--- src/rtl/emergency_phase_timer.sv ---
// emergency_phase_timer: preempts the normal signal controller for a decoded emergency lane set.
// Latency: all outputs are registered; a state shows on the lamps one cycle after it is entered.
// Backpressure: none; inputs are sampled every cycle and tick gates every countdown.
//
// Ports:
//   clk, reset            clock and synchronous active-high reset
//   tick                  timebase enable, countdowns move only when high
//   emgMask, loadTime     decoded emergency green mask and its green duration in ticks
//   normalGreen           green mask requested by the normal controller
//   greenMask, yellowMask lamp drive outputs (never overlap)
//   overrideActive        high whenever the sequencer is not idle
//   timeRemaining         current countdown value
//   done                  one-cycle pulse when control returns to the normal controller
// Build option: define EMG_EXTEND_EN to let a held, unchanged request keep extending green.
module emergency_phase_timer #(
  parameter int YELLOW_TIME = 3,
  parameter int ALLRED_TIME = 2
) (
  input  logic       clk,
  input  logic       reset,
  input  logic       tick,
  input  logic [0:7] emgMask,
  input  logic [6:0] loadTime,
  input  logic [0:7] normalGreen,
  output logic [0:7] greenMask,
  output logic [0:7] yellowMask,
  output logic       overrideActive,
  output logic [6:0] timeRemaining,
  output logic       done
);

  localparam logic [6:0] YT = 7'(YELLOW_TIME);
  localparam logic [6:0] AT = 7'(ALLRED_TIME);

  typedef enum logic [2:0] {
    IDLE,
    PRE_YELLOW,
    PRE_RED,
    EMG_GREEN,
    EXIT_YELLOW,
    EXIT_RED
  } stateT;

  stateT      state, stateNext;
  logic [6:0] counter, counterNext;
  logic [0:7] eMask, eMaskNext;   // lanes being served
  logic [0:7] cMask, cMaskNext;   // conflicting lanes being cleared
  logic       heldReq, heldReqNext;
  logic       exitPulse;
  logic       req;
  logic       expire;
  logic [6:0] effLoad;
  logic [0:7] greenNext, yellowNext;

  assign req     = |emgMask;
  assign expire  = tick && (counter == 7'd1);
  assign effLoad = (loadTime == 7'd0) ? 7'd1 : loadTime;

  // heldReq marks the request that was just served and is still held unchanged.
  // It must run the exit sequence back to IDLE rather than abort in EXIT_RED;
  // only a request that differs from it (or was re-raised) counts as new there.
  always_comb begin : nextStateLogic
    stateNext   = state;
    counterNext = counter;
    eMaskNext   = eMask;
    cMaskNext   = cMask;
    heldReqNext = heldReq && req && (emgMask == eMask);
    if (tick && (counter > 7'd1)) begin
      counterNext = counter - 7'd1;
    end
    case (state)
      IDLE: begin
        counterNext = '0;
        if (req) begin
          eMaskNext = emgMask;
          cMaskNext = normalGreen & ~emgMask;
          if ((normalGreen & ~emgMask) == '0) begin
            stateNext   = EMG_GREEN;
            counterNext = effLoad;
          end else begin
            stateNext   = PRE_YELLOW;
            counterNext = YT;
          end
        end
      end
      PRE_YELLOW: begin
        if (expire) begin
          stateNext   = PRE_RED;
          counterNext = AT;
        end
      end
      PRE_RED: begin
        if (expire) begin
          stateNext   = EMG_GREEN;
          counterNext = effLoad;
        end
      end
      EMG_GREEN: begin
        if (expire) begin
          if (req && (emgMask == eMask)) begin
`ifdef EMG_EXTEND_EN
            counterNext = effLoad;
`else
            stateNext   = EXIT_YELLOW;
            counterNext = YT;
            heldReqNext = 1'b1;
`endif
          end else if (req) begin
            // Lanes dropped from the new mask must be cleared before re-serving.
            cMaskNext = eMask & ~emgMask;
            eMaskNext = emgMask;
            if ((eMask & ~emgMask) == '0) begin
              stateNext   = EMG_GREEN;
              counterNext = effLoad;
            end else begin
              stateNext   = PRE_YELLOW;
              counterNext = YT;
            end
          end else begin
            stateNext   = EXIT_YELLOW;
            counterNext = YT;
          end
        end
      end
      EXIT_YELLOW: begin
        if (expire) begin
          stateNext   = EXIT_RED;
          counterNext = AT;
        end
      end
      EXIT_RED: begin
        // Everything is already red, so a new request goes straight to green.
        if (req && !(heldReq && (emgMask == eMask))) begin
          eMaskNext   = emgMask;
          cMaskNext   = '0;
          stateNext   = EMG_GREEN;
          counterNext = effLoad;
        end else if (expire) begin
          stateNext   = IDLE;
          counterNext = '0;
        end
      end
      default: begin
        stateNext   = IDLE;
        counterNext = '0;
      end
    endcase
  end

  always_comb begin : lampLogic
    greenNext  = '0;
    yellowNext = '0;
    case (state)
      IDLE:        greenNext = normalGreen;
      PRE_YELLOW: begin
        greenNext  = normalGreen & eMask;
        yellowNext = cMask;
      end
      EMG_GREEN:   greenNext = eMask;
      EXIT_YELLOW: yellowNext = eMask;
      default: ;
    endcase
  end

  always_ff @(posedge clk) begin : stateReg
    if (reset) begin
      state     <= IDLE;
      counter   <= '0;
      eMask     <= '0;
      cMask     <= '0;
      heldReq   <= 1'b0;
      exitPulse <= 1'b0;
    end else begin
      state     <= stateNext;
      counter   <= counterNext;
      eMask     <= eMaskNext;
      cMask     <= cMaskNext;
      heldReq   <= heldReqNext;
      exitPulse <= (state == EXIT_RED) && (stateNext == IDLE);
    end
  end

  always_ff @(posedge clk) begin : outputReg
    if (reset) begin
      greenMask      <= '0;
      yellowMask     <= '0;
      overrideActive <= 1'b0;
      timeRemaining  <= '0;
      done           <= 1'b0;
    end else begin
      greenMask      <= greenNext;
      yellowMask     <= yellowNext;
      overrideActive <= (state != IDLE);
      timeRemaining  <= counter;
      done           <= exitPulse;
    end
  end

endmodule
--- config.mk ---
export PLATFORM = sky130hd
export DESIGN_NAME = emergency_phase_timer
export DESIGN_NICKNAME = d
export VERILOG_FILES = /design/src/rtl/emergency_phase_timer.sv
export SDC_FILE = /design/constraint.sdc
export NUM_CORES = 1
export LEC_CHECK = 0
export ABC_AREA = 1
export BUFFER_PORTS_ARGS = -buffer_cell sky130_fd_sc_hd__buf_2
export CAP_MARGIN = 20
export CORE_MARGIN = 10
export CORE_UTILIZATION = 43
export CTS_CLUSTER_SIZE = 10
export DETAILED_ROUTE_END_ITERATION = 10
export PLACE_DENSITY = 0.66
export SETUP_SLACK_MARGIN = 0.3
export SLEW_MARGIN = 20
export SYNTH_ARGS = -nofsm -noshare
export SYNTH_HDL_FRONTEND = slang
export SYNTH_SLANG_ARGS = --single-unit
--- constraint.sdc ---
create_clock -name clk -period 3.12 [get_ports clk]
set_input_delay 0.312 -clock clk [delete_from_list [all_inputs] [get_ports clk]]
set_output_delay 0.312 -clock clk [all_outputs]
set_load 0.005 [all_outputs]
## Word-level counts from Yosys, hierarchy flattened

Index checks and enable logic that the tools add are counted.

- Register bits after elaboration: 53
- Output and inout bits: 25
- Input bits: 26
- Bits in latches: 0
- Bits in writable memories: 0
- Word-level logic and storage cells: 90
- Bits in read-only memories: 0
- Memories: 0

- Add/subtract/negate cells: 1
- Mux-type cells: 41
- Shift operators: 0
- Bitwise gates (word level): 4
- Reduce and logical (&&, ||, !) cells: 20
- Multipliers: 0
- Magnitude comparators: 1
- Div/mod/pow operators: 0
- Equal/unequal tests: 12

Operators with widths:

| cell | count |
|---|---|
| $mux W7 | 12 |
| $mux W8 | 9 |
| $pmux W8 S3 | 3 |
| $pmux W7 S5 | 1 |
| $mux W3 | 9 |
| $and A8 B8 Y8 | 3 |
| $pmux W3 S6 | 1 |
| $logic_not A8 Y1 | 2 |
| $pmux W8 S2 | 1 |
| $ne A2 B2 Y1 const B | 5 |
| $eq A8 B8 Y1 | 1 |
| $logic_and A1 B1 Y1 | 8 |
| $not A8 Y8 | 1 |
| $reduce_or A8 Y1 | 1 |
| $eq A7 B1 Y1 const B | 1 |
| $gt A7 B1 Y1 const B | 1 |
| $logic_not A7 Y1 | 1 |
| $sub A7 B1 Y7 const B | 1 |
| $eq A3 B2 Y1 const B | 2 |
| $eq A3 B3 Y1 const B | 2 |
| $logic_not A3 Y1 | 2 |
| $reduce_and A6 Y1 | 1 |
| $reduce_bool A3 Y1 | 2 |
| $mux W2 | 2 |
| 5 further kinds | 7 |

## Longest topological paths before layout

- Word-level depth: 10
- Depth in mapped cells: 13

## Least setup slack after synthesis

No wires, ideal clock.

- Path kind: input to register
- Start point: input emgMask[7] (netlist bit)
- End point: register eMask[1] (netlist bit)
- Arrival: 1616 ps
- Slack: 1391 ps
- Stages on the path: 12
- Required time: 3007 ps
- Cell sequence: inv_1 ha_1 nand2_1 nor2_1 nand2_1 o21ai_1 a21oi_2 nand3b_4 inv_6 buf_12 nor2_1 nor2_1

- Longest elaborated chain between the ends: 6
- Elaborated cells between the ends (all ways): 13
- Those cells by class: eq/ne: 3; mux: 4; reduce/logical: 6

RTL lines:

| what | RTL line | RTL |
|---|---|---|
| from (decl) | 22 | `input logic [0:7] emgMask,` |
| $eq A8 B8 Y1 | 100, 133 |  |
| $logic_and A1 B1 Y1 | 133 | `if (req && !(heldReq && (emgMask == eMask))) begin` |
| $logic_not A1 Y1 | 133 |  |
| $logic_and A1 B1 Y1 | 133 |  |
| $ne A2 B2 Y1 (no line) | - |  |
| $reduce_and A4 Y1 (no line) | - |  |
| to (signal assigned) | 176 | `eMask <= eMaskNext;` |
| to (decl) | 46 | `logic [0:7] eMask, eMaskNext;` |

Several ways; a longest one is shown, not always the timed one. The select of a mux whose other input is x is not followed.
A chain may end at the register's enable or synchronous reset.

## Worst setup path in the final report

- Start point: register counter[1]
- End point: register counter[3]

- Longest elaborated chain between the ends: 6
- Elaborated cells between the ends (all ways): 12
- Those cells by class: add/sub: 1; order compare: 1; eq/ne: 1; mux: 7; reduce/logical: 2

RTL lines:

| what | RTL line | RTL |
|---|---|---|
| from (decl) | 45 | `logic [6:0] counter, counterNext;` |
| from (signal assigned) | 175 | `counter <= counterNext;` |
| $gt A7 B1 Y1 | 68 | `if (tick && (counter > 7'd1)) begin` |
| $logic_and A1 B1 Y1 | 68 |  |
| $mux W7 | 68 |  |
| $mux W7 | 138 | `end else if (expire) begin` |
| $mux W7 | 133 |  |
| $pmux W7 S5 (*) | 71 | `case (state)` |

Mark *: on every way between the ends. The rest lies on a longest branch, timed or not.

==> impl_metrics.env <==
export IMPL_outcome="complete, no violations"
export IMPL_crit_reg2reg_capture="counter[3]"
export IMPL_share_of_the_synthesized_area_in_compound_gates_ao_oa_aoi_oai=0.1182
export IMPL_synth_area_mux_share=0
export IMPL_number_of_flops_mapped_to_enable_cells_by_yosys=0
export IMPL_fin_crit_sh=0.7100
export IMPL_cts_repair_timing_setup_buffer_count=0
export IMPL_r2r_slack_ps=900
export IMPL_finalSetupTns_ps=0
export IMPL_cp_cell_sequence="inv_1 -> ha_1 -> nand2_1 -> nor2_1 -> nand2_1 -> inv_1 -> nand2_1 -> nand2_1 -> nand2_1 -> nand2_1 -> nand2_1 -> nand2_1 -> a21oi_1"
export IMPL_worst_clock_skew_ps=14.24
export IMPL_multiInputGateArea_sq_um=1458
export IMPL_yosys_area_share_simple=0.3542
export IMPL_critical_path_peak_fanout=12
export IMPL_worstSetupEndpointType="flip-flop"
export IMPL_clk_root_buffer_cell="clkbuf_8"
export IMPL_final_seq_area_sq_um=1061
export IMPL_grt_start_max_net_pins=29
export IMPL_initialDrtViolationCount=186
export IMPL_yosys_top_cells_area="dfxtp_1 38%, nand2_1 14%, nor2_1 10%"
export IMPL_tritoncts="done"
export IMPL_power_leakage_nw=1.665
export IMPL_ioPinCount=51
export IMPL_global_route_usage_total=0.1474
export IMPL_final_area_sq_um=3204
export IMPL_num_rows=29
export IMPL_synth_xor_xnor_area_share=0.006292
export IMPL_max_cap_viol_count=0
export IMPL_drt_pass1_iter_count=4
export IMPL_grt_pass1_vias=2557
export IMPL_hold_violations=0
export IMPL_power_density_nw_per_um2=610.7
export IMPL_adder_cell_share_of_the_synthesized_area=0.04494
export IMPL_synth_yosys_seq_area_share=0.3811
export IMPL_finish_utilization=0.5075
export IMPL_floorplan_core_area_sq_um=6314
export IMPL_setup_repair_after_global_routing_missed_its_margin="no"
export IMPL_antenna_cells_inserted=0
export IMPL_synth_top_family_by_area="simple AND/OR/NAND/NOR gates"
export IMPL_dp_final_hpwl_um=5656
export IMPL_die_height_um=100.5
export IMPL_hold_buffers=0
export IMPL_ys_flop_type="dfxtp_1"
export IMPL_antenna_viol_nets_final=0
export IMPL_routed_via_count=2677
export IMPL_slew_viol_final=0
export IMPL_power_combinational_fraction=0.295
export IMPL_placement_cell_area_sq_um=3070
export IMPL_fin_hold_ws_ps=244.9
export IMPL_clkTransAtPathRegs_ps=110
export IMPL_power_share_switching=0.3451
export IMPL_synth_largest_area_cell="dfxtp_1"
export IMPL_p_switching_mw=0.6753
export IMPL_syn_to_layout_area_delta_pct=15.10
export IMPL_finalSetupViolCount=0
export IMPL_filler_cell_count=683
export IMPL_hold_end="eMask[0]"
export IMPL_share_clk_of_total_power=0.281
export IMPL_fmaxAchievable_mhz=451.4
export IMPL_crit_path_start_kind="flip-flop"
export IMPL_dieWidth_um=100.5
export IMPL_required_ps=3290
export IMPL_drive_gt1_frac=0.1751
export IMPL_clock_tree_buffer_depth=2
export IMPL_cts_buffers_inserted=5
export IMPL_syn_nets=445
export IMPL_port_buffer_count=50
export IMPL_synth_seq_cells=53
export IMPL_worstPathArrival_ps=2390
export IMPL_gp_routability_congestion=0.9238
export IMPL_timing_hold_worst_start="emgMask[0]"
export IMPL_synth_commonest_cells="106 x nand2_1, 74 x nor2_1, 53 x dfxtp_1"
export IMPL_clk_insertion_delay_late_ps=310
export IMPL_htree_num_levels=2
export IMPL_cpPeakStageDelay_ps=340
export IMPL_synth_cell_types=36
export IMPL_die_area_sq_um=10090
export IMPL_grt_remaining_overflow=0
export IMPL_ys_async_sr_fraction=0
export IMPL_first_pass_grt_wire_length_um=12340
export IMPL_antenna_found_initial=0
export IMPL_synthesis_area_per_instance_sq_um=6.807
export IMPL_floorplan_initialDensity=0.4409
export IMPL_synthCells=409
export IMPL_crit_path_top_delay_cell="nand2_1"
export IMPL_synth_most_common_cell="nand2_1"
export IMPL_worst_ir_drop_vdd_uv=226.2
export IMPL_worstRegToRegCells=13
export IMPL_dr_vias_cell=5.013
export IMPL_routedWlPerCell_um=13.74
export IMPL_fin_nets=492
export IMPL_number_of_sinks_handled_by_clock_tree_synthesis=53
export IMPL_max_slew_margin_rel=0.6523
export IMPL_power_internal_mw=1.282
export IMPL_cts_resized=0
export IMPL_minimum_clock_period_after_layout_ps=2215
export IMPL_synthDominantCellAreaShare=0.3811
export IMPL_type_of_the_most_critical_hold_path="input pin to flip-flop"
export IMPL_power_sequential_fraction=0.423
export IMPL_synthesis_yosys_warnings=0
export IMPL_crit_type="flip-flop to flip-flop"
export IMPL_routed_wire_length_um=7336
export IMPL_regToRegStartpoint="counter[1]"
export IMPL_actual_transition_at_the_worst_max_transition_pin_ps=518.6
export IMPL_worst_hold_path_num_cells=3
export IMPL_drc=0
export IMPL_crit_path_frequent_cell="nand2_1"
export IMPL_syn_cell_area_sq_um=2784
-- logic make-up (layout without fill, tap and decap cells) --
group / count (synthesis) / count (layout)
AOI/OAI and AO/OA: 57 / 57
xor gates and xnor gates: 2 / 2
adders and majority gates: 10 / 10
buffers and inverters: 60 / 108
DFF: 53 / 53
and+or+nand+nor: 227 / 227
-- registers in the layout, summed over array words and instances, names as in the netlist, 3 cells and up --
| signal | count |
|---|---|
| state | 3 |
| greenMask | 8 |
| counter | 7 |
| cMask | 8 |
| timeRemaining | 7 |
| eMask | 8 |
| yellowMask | 8 |
-- per-stage QoR --
| stage | std cells | setup WS, ps | total power, mW |
|---|---|---|---|
| floorplan | 409 | 1391 | 1.272 |
| global placement | 526 | 955.4 | 1.417 |
| detailed placement | 526 | 966.4 | 1.419 |
| CTS | 534 | 937.2 | 1.967 |
| global route | 534 | 670.7 | 2.090 |
| finish | 534 | 904.7 | 1.957 |
-- cell type report --
cell class / instances / area share
clock buffer: 5 / 0.02148
sequential: 53 / 0.3311
clock inverter: 3 / 0.02030
multi-input combinational: 296 / 0.4549
inverter: 48 / 0.05935
tap: 77 / 0.03007
timing repair buffer: 52 / 0.08278
-- power by group through the flow --
stage / Combinational (mW) / Clock, mW / Sequential (mW)
detailed placement: 0.575 / 0 / 0.844
global route: 0.664 / 0.588 / 0.839
global placement: 0.573 / 0 / 0.844
floorplan: 0.447 / 0 / 0.825
finish: 0.578 / 0.551 / 0.828
CTS: 0.577 / 0.562 / 0.828
-- metal layers --
metal / track usage / vias up / part of all wire
li1: - / 1399 / -
met1: 0.1904 / 1198 / 0.48
met3: 0.03978 / 10 / 0.059
met2: 0.2339 / 70 / 0.45
met4: 0.04348 / 0 / 0.015
met5: 0 / - / 0
-- worst max-delay path, delay by kind of cell (launching register included) --
family,cells,cell delay (ps)
and+or+nand+nor,9,1140
buffers and inverters,2,410
DFF,1,320
adders and majority gates,1,160
AOI/OAI and AO/OA,1,60
-- worst max-delay path by stage --
stage               startpoint         end
floorplan           emgMask[7]    eMask[1]
global placement    counter[1]  counter[3]
detailed placement    state[2]    cMask[4]
CTS                   state[2]    cMask[4]
global route        counter[1]  counter[6]
finish              counter[1]  counter[3]
-- cell usage in the layout (no fill, tap or decap), drive strengths merged, types with 2 or more instances in the layout --
master,count
a21oi,17
buf,52
bufinv,2
clkbuf,5
clkinv,3
dfxtp,53
ha,10
inv,46
nand2,109
nand3,22
nand3b,2
nand4,8
nor2,79
nor3,4
o2111ai,9
o21ai,30
Note: power is estimated with default switching activity, not from simulation.
